File: config.mk
export PLATFORM = sky130hd
export DESIGN_NAME = uart_rx
export DESIGN_NICKNAME = d
export VERILOG_FILES = /design/src/rtl/uart_rx.sv
export SDC_FILE = /design/constraint.sdc
export NUM_CORES = 1
export LEC_CHECK = 0
export ABC_AREA = 1
export CAP_MARGIN = 5
export CORE_MARGIN = 2
export CORE_UTILIZATION = 35
export CTS_CLUSTER_SIZE = 24
export DETAILED_ROUTE_END_ITERATION = 12
export SYNTH_ARGS = -nofsm -noshare
export SYNTH_HDL_FRONTEND = slang
export SYNTH_SLANG_ARGS = --single-unit
File: constraint.sdc
create_clock -name CLK -period 3.8 [get_ports CLK]
set_input_delay 0.57 -clock CLK [delete_from_list [all_inputs] [get_ports CLK]]
set_output_delay 0.57 -clock CLK [all_outputs]
set_load 0.05 [all_outputs]
File: src/rtl/uart_rx.sv
// uart_rx: oversampled UART receiver with 3-sample majority voting, optional parity and stop check.
module uart_rx #(
  parameter int DATA_WIDTH = 8
) (
  input  logic                  CLK,
  input  logic                  RST,
  input  logic                  RX_IN,
  input  logic [5:0]            PRESCALE,
  input  logic                  PAR_EN,
  input  logic                  PAR_TYP,
  output logic [DATA_WIDTH-1:0] P_DATA,
  output logic                  DATA_VALID,
  output logic                  PAR_ERR,
  output logic                  STP_ERR
);
  localparam int BW = DATA_WIDTH > 1 ? $clog2(DATA_WIDTH) : 1;
  typedef enum logic [2:0] {IDLE, START, DATA, PARITY, STOP} state_t;
  state_t                state_q, state_d;
  logic [5:0]            edge_cnt_q, edge_cnt_d;
  logic [BW-1:0]         bit_cnt_q, bit_cnt_d;
  logic [DATA_WIDTH-1:0] shift_q, shift_d;
  logic [DATA_WIDTH-1:0] p_data_q, p_data_d;
  logic [1:0]            samp_q, samp_d;
  logic [5:0]            presc_q, presc_d;
  logic                  par_en_q, par_en_d;
  logic                  par_typ_q, par_typ_d;
  logic                  par_bad_q, par_bad_d;
  logic                  dv_q, dv_d;
  logic                  pe_q, pe_d;
  logic                  se_q, se_d;
  logic [5:0]            half, presc_in;
  logic                  last, decide, bit_v;
  assign presc_in = (PRESCALE == 6'd8 || PRESCALE == 6'd16 || PRESCALE == 6'd32) ? PRESCALE : 6'd8;
  assign half     = presc_q >> 1;
  assign last     = edge_cnt_q == presc_q - 6'd1;
  assign decide   = state_q != IDLE && edge_cnt_q == half + 6'd1;
  // majority of the two stored samples and the live third sample
  assign bit_v    = (samp_q[0] & samp_q[1]) | (samp_q[0] & RX_IN) | (samp_q[1] & RX_IN);
  always_comb begin
    state_d    = state_q;
    edge_cnt_d = last ? 6'd0 : edge_cnt_q + 6'd1;
    bit_cnt_d  = bit_cnt_q;
    shift_d    = shift_q;
    p_data_d   = p_data_q;
    samp_d[0]  = edge_cnt_q == half - 6'd1 ? RX_IN : samp_q[0];
    samp_d[1]  = edge_cnt_q == half ? RX_IN : samp_q[1];
    presc_d    = presc_q;
    par_en_d   = par_en_q;
    par_typ_d  = par_typ_q;
    par_bad_d  = par_bad_q;
    dv_d       = 1'b0;
    pe_d       = 1'b0;
    se_d       = 1'b0;
    case (state_q)
      IDLE: begin
        edge_cnt_d = RX_IN ? 6'd0 : 6'd1;
        if (!RX_IN) begin
          state_d   = START;
          presc_d   = presc_in;
          par_en_d  = PAR_EN;
          par_typ_d = PAR_TYP;
          par_bad_d = 1'b0;
          bit_cnt_d = '0;
        end
      end
      START: begin
        if (decide && bit_v) begin
          state_d    = IDLE;
          edge_cnt_d = 6'd0;
        end else if (last) state_d = DATA;
      end
      DATA: begin
        if (decide) shift_d = {bit_v, shift_q[DATA_WIDTH-1:1]};
        if (last) begin
          bit_cnt_d = bit_cnt_q + 1'b1;
          if (bit_cnt_q == BW'(DATA_WIDTH - 1)) begin
            bit_cnt_d = '0;
            state_d   = par_en_q ? PARITY : STOP;
          end
        end
      end
      PARITY: begin
        if (decide) par_bad_d = bit_v != (par_typ_q ? ~^shift_q : ^shift_q);
        if (last) state_d = STOP;
      end
      STOP: begin
        if (decide) begin
          state_d    = IDLE;
          edge_cnt_d = 6'd0;
          dv_d       = !par_bad_q && bit_v;
          pe_d       = par_bad_q;
          se_d       = !bit_v;
          p_data_d   = (!par_bad_q && bit_v) ? shift_q : p_data_q;
        end
      end
      default: state_d = IDLE;
    endcase
  end
  always_ff @(posedge CLK or negedge RST) begin
    if (!RST) begin
      state_q    <= IDLE;
      edge_cnt_q <= '0;
      bit_cnt_q  <= '0;
      shift_q    <= '0;
      p_data_q   <= '0;
      samp_q     <= '0;
      presc_q    <= 6'd8;
      par_en_q   <= 1'b0;
      par_typ_q  <= 1'b0;
      par_bad_q  <= 1'b0;
      dv_q       <= 1'b0;
      pe_q       <= 1'b0;
      se_q       <= 1'b0;
    end else begin
      state_q    <= state_d;
      edge_cnt_q <= edge_cnt_d;
      bit_cnt_q  <= bit_cnt_d;
      shift_q    <= shift_d;
      p_data_q   <= p_data_d;
      samp_q     <= samp_d;
      presc_q    <= presc_d;
      par_en_q   <= par_en_d;
      par_typ_q  <= par_typ_d;
      par_bad_q  <= par_bad_d;
      dv_q       <= dv_d;
      pe_q       <= pe_d;
      se_q       <= se_d;
    end
  end
  assign P_DATA     = p_data_q;
  assign DATA_VALID = dv_q;
  assign PAR_ERR    = pe_q;
  assign STP_ERR    = se_q;
endmodule

==> qor.yml, run 1 <==
floorplan:
  core-area_mm2: 0.006794
  fp.dieH_um: 87.79
  die_w_um: 87.79
  dieArea_mm2: 0.007707
  io_pins: 22
  rows: 30
  initial_core_util: 0.3617
worst_setup_path:
  critPathArrivalTime_ns: 2.27
  r2r-start: "presc_q[2]"
  crit_type: "flop to flop"
  cp-end-kind: "flop"
  crit_required_ns: 3.99
  startpoint_type: "flop"
  r2r_end: "P_DATA[7]"
  regToRegSetupSlack_ns: 1.72
  path_max_fanout: 16
  r2r.worst_path.cells: 11
yosys:
  ys_ff_latch: 42
  synthXorXnorAreaFrac: 0.08758
  syn-mean-instance-area_um2: 8.110
  synth_top_family_by_area: "simple AND/OR/NAND/NOR gates"
  syn_nets: 321
  yosys.area_share.simple: 0.2678
  synthFlopType: "dfrtp_1"
  yosys_warnings: 0
  syn-cell-area_mm2: 0.002457
  yosys.area_share.adder: 0.03564
  synth_edf_count: 0
  seq_area_frac_synth: 0.4282
  synthCells: 303
  ys_types: 36
  synth_async_sr_flop_share: 1.000
  synth_mux_area_frac: 0
  synth_compound_area_frac: 0.09216
timing:
  setup_slack_ns: 1.717
  tns_ns: 0
  max_freq_mhz: 480.0
  post-route-period-util: 0.5483
  max_slew_margin: 0.3657
  hold_viol_final: 0
  setup_violations: 0
  finalHoldWorstSlack_ns: 0.4138
  fin_skew_ns: 0.002715
  grt_setup_unrepaired: "no"
  drv_slew: 0
  period_needed_ns: 2.083
  worstMarginPinSlew_ns: 0.9515
cts:
  clockBufferDepth: 2
  cts_buffers: 5
  post_cts_buffers: 0
  cts_tree: "done"
  cts_num_sinks: 42
  clock_latency_ns: 0.30
  holdBufCountCts: 0
  cts-htree-levels: 2
  cts-root-buf: "clkbuf_8"
  clkTransAtPathRegs_ns: 0.08
  post_cts_resized: 0
grt:
  grtUsageTotal: 0.1387
  antenna_found_initial: 0
  grt_overflow: 0
  grt_pass1_wl_mm: 8.224
  grt_max_degree: 43
  grt_pass1_vias: 1851
place:
  place_worst_setup_slack_ns: 1.530
  placed_area_mm2: 0.002734
  hpwl_mm: 3.641
  portBuffers: 21
  gp_congestion: 0.8901
routing:
  drtPass1Iterations: 4
  drc: 0
  via_count: 1945
  wl_per_cell_um: 11.38
  drtIter0Drc: 100
  drtAntennaViolNets: 0
  via_per_inst: 4.598
  wirelength_mm: 4.814
final_layout:
  layout-drive-gt1-share: 0.09174
  nets: 344
  multi_input_comb_area_mm2: 0.001187
  fin_area_mm2: 0.002829
  synthToLayoutAreaGrowth_pct: 15.12
  num-fill-cells: 708
  antenna_cells: 0
  seqCellArea_mm2: 0.001052
job:
  maxCapViolCount: 0
outcome:
  status: "complete, no violations"
worst_hold_path:
  hold_class: "input pin to asynchronous set/reset pin"
pwr:
  power.leakage_nw: 1.399
  peakVddDrop_mv: 0.1874
  powerDensity_mw_per_mm2: 507.0
-- synthesized netlist by cell type, types with 4 or more instances --
| cell type | n | area [um2] |
|---|---|---|
| dfrtp_1 | 41 | 1026 |
| xor2_1 | 12 | 105.1 |
| o21ai_2 | 7 | 61.31 |
| nor3_1 | 5 | 25.02 |
| buf_6 | 4 | 45.04 |
| inv_1 | 38 | 142.6 |
| nand3_1 | 22 | 110.1 |
| ha_1 | 7 | 87.58 |
| xnor2_1 | 10 | 87.58 |
| a21oi_1 | 8 | 40.04 |
| nand2_1 | 89 | 334.1 |
| o21ai_0 | 16 | 80.08 |
| nor2_1 | 16 | 60.06 |
-- state kept, by name, summed over array words and instances (netlist names), 2 cells and up --
signal / count
bit_cnt_q: 3
P_DATA: 8
edge_cnt_q: 6
shift_q: 8
state_q: 3
presc_q: 6
samp_q: 2
-- cell families (layout without fill, tap and decap cells) --
logic type               after synthesis  count (layout)
AO/OA/AOI/OAI                         37              37
buffers and inverters                 48              72
adder cells (fa/ha/maj)                7               7
AND/OR/NAND/NOR                      146             146
XOR/XNOR                              23              23
flip-flops                            42              42
-- cells in the final DEF, fill, tap and decap left out, types with 2 or more instances in the layout --
| master | n |
|---|---|
| nand2_1 | 89 |
| dfrtp_1 | 41 |
| inv_1 | 38 |
| nand3_1 | 22 |
| clkdlybuf4s50_1 | 20 |
| nor2_1 | 16 |
| o21ai_0 | 16 |
| xor2_1 | 12 |
| xnor2_1 | 10 |
| a21oi_1 | 8 |
| o21ai_2 | 7 |
| ha_1 | 7 |
| clkbuf_8 | 6 |
| nor3_1 | 5 |
| inv_2 | 3 |
| nand2_2 | 3 |
| nand4_1 | 2 |
-- area by class of cell --
cell class | instances | share of cell area
Sequential cell | 42 | 0.3720
Clock inverter | 1 | 0.003096
Clock buffer | 7 | 0.03052
Timing Repair Buffer | 21 | 0.07253
Multi-Input combinational cell | 213 | 0.4197
Inverter | 43 | 0.05971
Tap cell | 96 | 0.04246
-- layer usage --
metal | track usage | wire [um]
met4 | 0.06713 | 134
met2 | 0.2128 | 2007
met3 | 0.03016 | 185
met5 | 0 | 0
met1 | 0.1864 | 2487
-- worst max-delay path, cell delays in order (launching register included) --
cell and delay (ns):
dfrtp_1 0.47, inv_1 0.13, ha_1 0.30, xor2_1 0.15, nor2_1 0.11, nand2_1 0.07
inv_2 0.08, nand3_4 0.09, inv_4 0.11, nand4_4 0.23, nand2_1 0.17, o21ai_2 0.06
-- worst max path at each step --
stage	from	endpoint	slack (ns)	cells after the start
6_report	presc_q[2]	P_DATA[7]	1.72	11
5_1_grt	presc_q[2]	P_DATA[5]	1.52	11
4_1_cts	presc_q[2]	P_DATA[7]	1.70	11
3_5_place_dp	RX_IN	edge_cnt_q[4]	1.53	9
3_3_place_gp	RX_IN	edge_cnt_q[4]	1.52	9
2_1_floorplan	presc_q[2]	P_DATA[5]	1.94	12
-- power breakdown --
| part | switching [mW] | internal [mW] |
|---|---|---|
| Combinational | 0.334 | 0.193 |
| Sequential | 0.0780 | 0.519 |
| Clock | 0.160 | 0.150 |
| Total | 0.572 | 0.862 |
-- through the flow --
step	instances	util	power [mW]
after floorplan	303	-	1.012
after global placement	415	0.4024	1.129
after detailed placement	415	0.4024	1.137
after CTS	423	0.4164	1.449
after global routing	423	0.4164	1.554
final	423	0.4164	1.434
Note: power is estimated with default switching activity, not from simulation.
==> run 2: changes to the inputs <==
==> constraint.sdc (replaced) <==
create_clock -name CLK -period 2.2 [get_ports CLK]
set_input_delay 0.33 -clock CLK [delete_from_list [all_inputs] [get_ports CLK]]
set_output_delay 0.33 -clock CLK [all_outputs]
set_load 0.05 [all_outputs]
==> qor.yml, run 2 (synthesized netlist as in run 1, its figures left out) <==
worst_setup_path:
  path_max_fanout: 6  # -10
  crit_chain: "inv_1 > ha_2 > nand3_1 > a21oi_2 > xor2_1 > nor2_1 > nand3_1 > nand2_1 > nand3b_1 > nand2_1"
  cp-end-kind: "flop"
  crit_type: "flop to flop"
  crit_path_max_incr_delay_ns: 0.46  # about the same
  crit_required_ns: 2.38  # -1.61 ns
  slowest_stage: "dfrtp_2"
  critPathArrivalTime_ns: 2.24  # -0.03 ns
  startpoint_type: "flop"
place:
  gp_congestion: 0.8232  # -7.5%
  hpwl_mm: 3.778  # +3.8%
  portBuffers: 21  # unchanged
  place_worst_setup_slack_ns: 0.1437  # -1.386 ns
final_layout:
  antenna_cells: 0  # unchanged
  layout_commonest_cell: "nand2_1"
  nets: 350  # +1.7%
  layout-drive-gt1-share: 0.1201  # +0.02838
  synthToLayoutAreaGrowth_pct: 18.48
  layout_common_cells: "nand2_1 (88), dfrtp_1 (40), inv_1 (38)"
cts:
  cts_buffers: 5  # unchanged
  cts-htree-levels: 2  # unchanged
  clockBufferDepth: 2  # unchanged
  clkTransAtPathRegs_ns: 0.09  # about the same
  cts_num_sinks: 42  # unchanged
  clock_latency_ns: 0.30  # about the same
  cts-root-buf: "clkbuf_8"
  cts_tree: "done"
floorplan:
  die_w_um: 87.79  # unchanged
  io_pins: 22  # unchanged
  dieArea_mm2: 0.007707  # unchanged
  rows: 30  # unchanged
  initial_core_util: 0.3617  # unchanged
  core-area_mm2: 0.006794  # unchanged
  fp.dieH_um: 87.79  # unchanged
routing:
  via_per_inst: 4.555  # -0.94%
  drtPass1Iterations: 4  # unchanged
  drtIter0Drc: 113  # +13%
  drtAntennaViolNets: 0  # unchanged
  drc: 0  # unchanged
  wl_per_cell_um: 11.43  # +0.40%
  via_count: 1954  # +0.46%
  wirelength_mm: 4.902  # +1.8%
grt:
  grtUsageTotal: 0.1390  # +0.0002355
  grt_overflow: 0  # unchanged
  grt_pass1_wl_mm: 8.404  # +2.2%
  antenna_found_initial: 0  # unchanged
  grt_max_degree: 27  # -37%
  grt_pass1_vias: 1826  # -1.4%
timing:
  grt_setup_unrepaired: "yes"
  hold_viol_final: 0  # unchanged
  worstMarginPinSlew_ns: 0.5729  # -0.3786 ns
  tns_ns: 0  # unchanged
  post-route-period-util: 0.9340  # +0.3858
  drv_slew: 0  # unchanged
  max_slew_margin: 0.6181  # +0.2524
  fin_skew_ns: 0.01617  # +0.01346 ns
  setup_slack_ns: 0.1451  # -1.571 ns
  max_freq_mhz: 486.6  # +1.4%
  setup_violations: 0  # unchanged
  period_needed_ns: 2.055  # -0.02851 ns
pwr:
  power.leakage_nw: 1.434  # +2.5%
  p_total_mw: 2.605  # +82%
  powerDensity_mw_per_mm2: 894.9  # +77%
  peakVddDrop_mv: 0.5452  # +190%
job:
  maxCapViolCount: 0  # unchanged
outcome:
  status: "complete, no violations"
worst_hold_path:
  hold_class: "input pin to asynchronous set/reset pin"
[run 2: cell count changes in the layout (fill, tap and decap cells not counted), sizes merged]
cell / previous run / this run
buf: 1 / 7
bufinv: 0 / 1
clkbuf: 7 / 6
clkinvlp: 0 / 1
inv: 43 / 42
[run 2: per-stage QoR]
stage                     std cells  hold WS, ns  cell area [um2]  utilization
after global placement          420       0.3617             2771       0.4079
final                           429      0.01566             2912       0.4285
after detailed placement        420       0.3648             2771       0.4079
after CTS                       428      0.03405             2882       0.4241
after floorplan                 303      0.03441             2457            -
after global routing            429      0.06616             2912       0.4285
[run 2: per-layer routing]
metal / part of all wire / GRT usage
met3: 0.039 / 0.02451
met4: 0.017 / 0.05035
met1: 0.51 / 0.1932
met2: 0.43 / 0.2176
met5: 0 / 0
[run 2: power by group]
group | switching (mW) | internal (mW) | leakage, nW | total, mW
clock network | 0.275 | 0.339 | 0.0514 | 0.613
logic | 0.594 | 0.366 | 0.820 | 0.960
registers | 0.135 | 0.897 | 0.563 | 1.03
[run 2: final timing paths]
check	start	end	slack (ns)	cells after the start
setup reg to reg	presc_q[2]	bit_cnt_q[1]	0.15	10
hold / removal	RST	state_q[2]	0.02	1
hold reg to reg	P_DATA[4]	P_DATA[4]	0.49	2
max in group asynchronous	RST	presc_q[3]	1.53	2
setup / recovery	presc_q[2]	bit_cnt_q[1]	0.15	10
min in group CLK	P_DATA[4]	P_DATA[4]	0.49	2
[run 2: layout make-up]
cell class              instances  area, um2
clock inverters                 2      37.54
multi-input cells             213       1196
clock buffers                   6      72.57
fillers                       698       3882
flip-flops and latches         42       1054
inverters                      43      168.9
well taps                      96      120.1
repair buffers                 27      262.8
[run 2: repair_timing]
action                                  4_1_cts  5_1_grt
gates resized for setup                       0        4
endpoints found under the setup margin        0       17
hold buffers                                  0        0
setup buffers                                 0        1
endpoints found under the hold margin         0        0
[run 2: worst max-delay path, delay by kind of cell, from the launching register on]
| kind | cells | cell delay, ns |
|---|---|---|
| AO/OA/AOI/OAI | 1 | 0.17 |
| XOR/XNOR | 1 | 0.19 |
| adder cells (fa/ha/maj) | 1 | 0.23 |
| buffers and inverters | 1 | 0.14 |
| flip-flops | 1 | 0.46 |
| AND/OR/NAND/NOR | 6 | 0.73 |
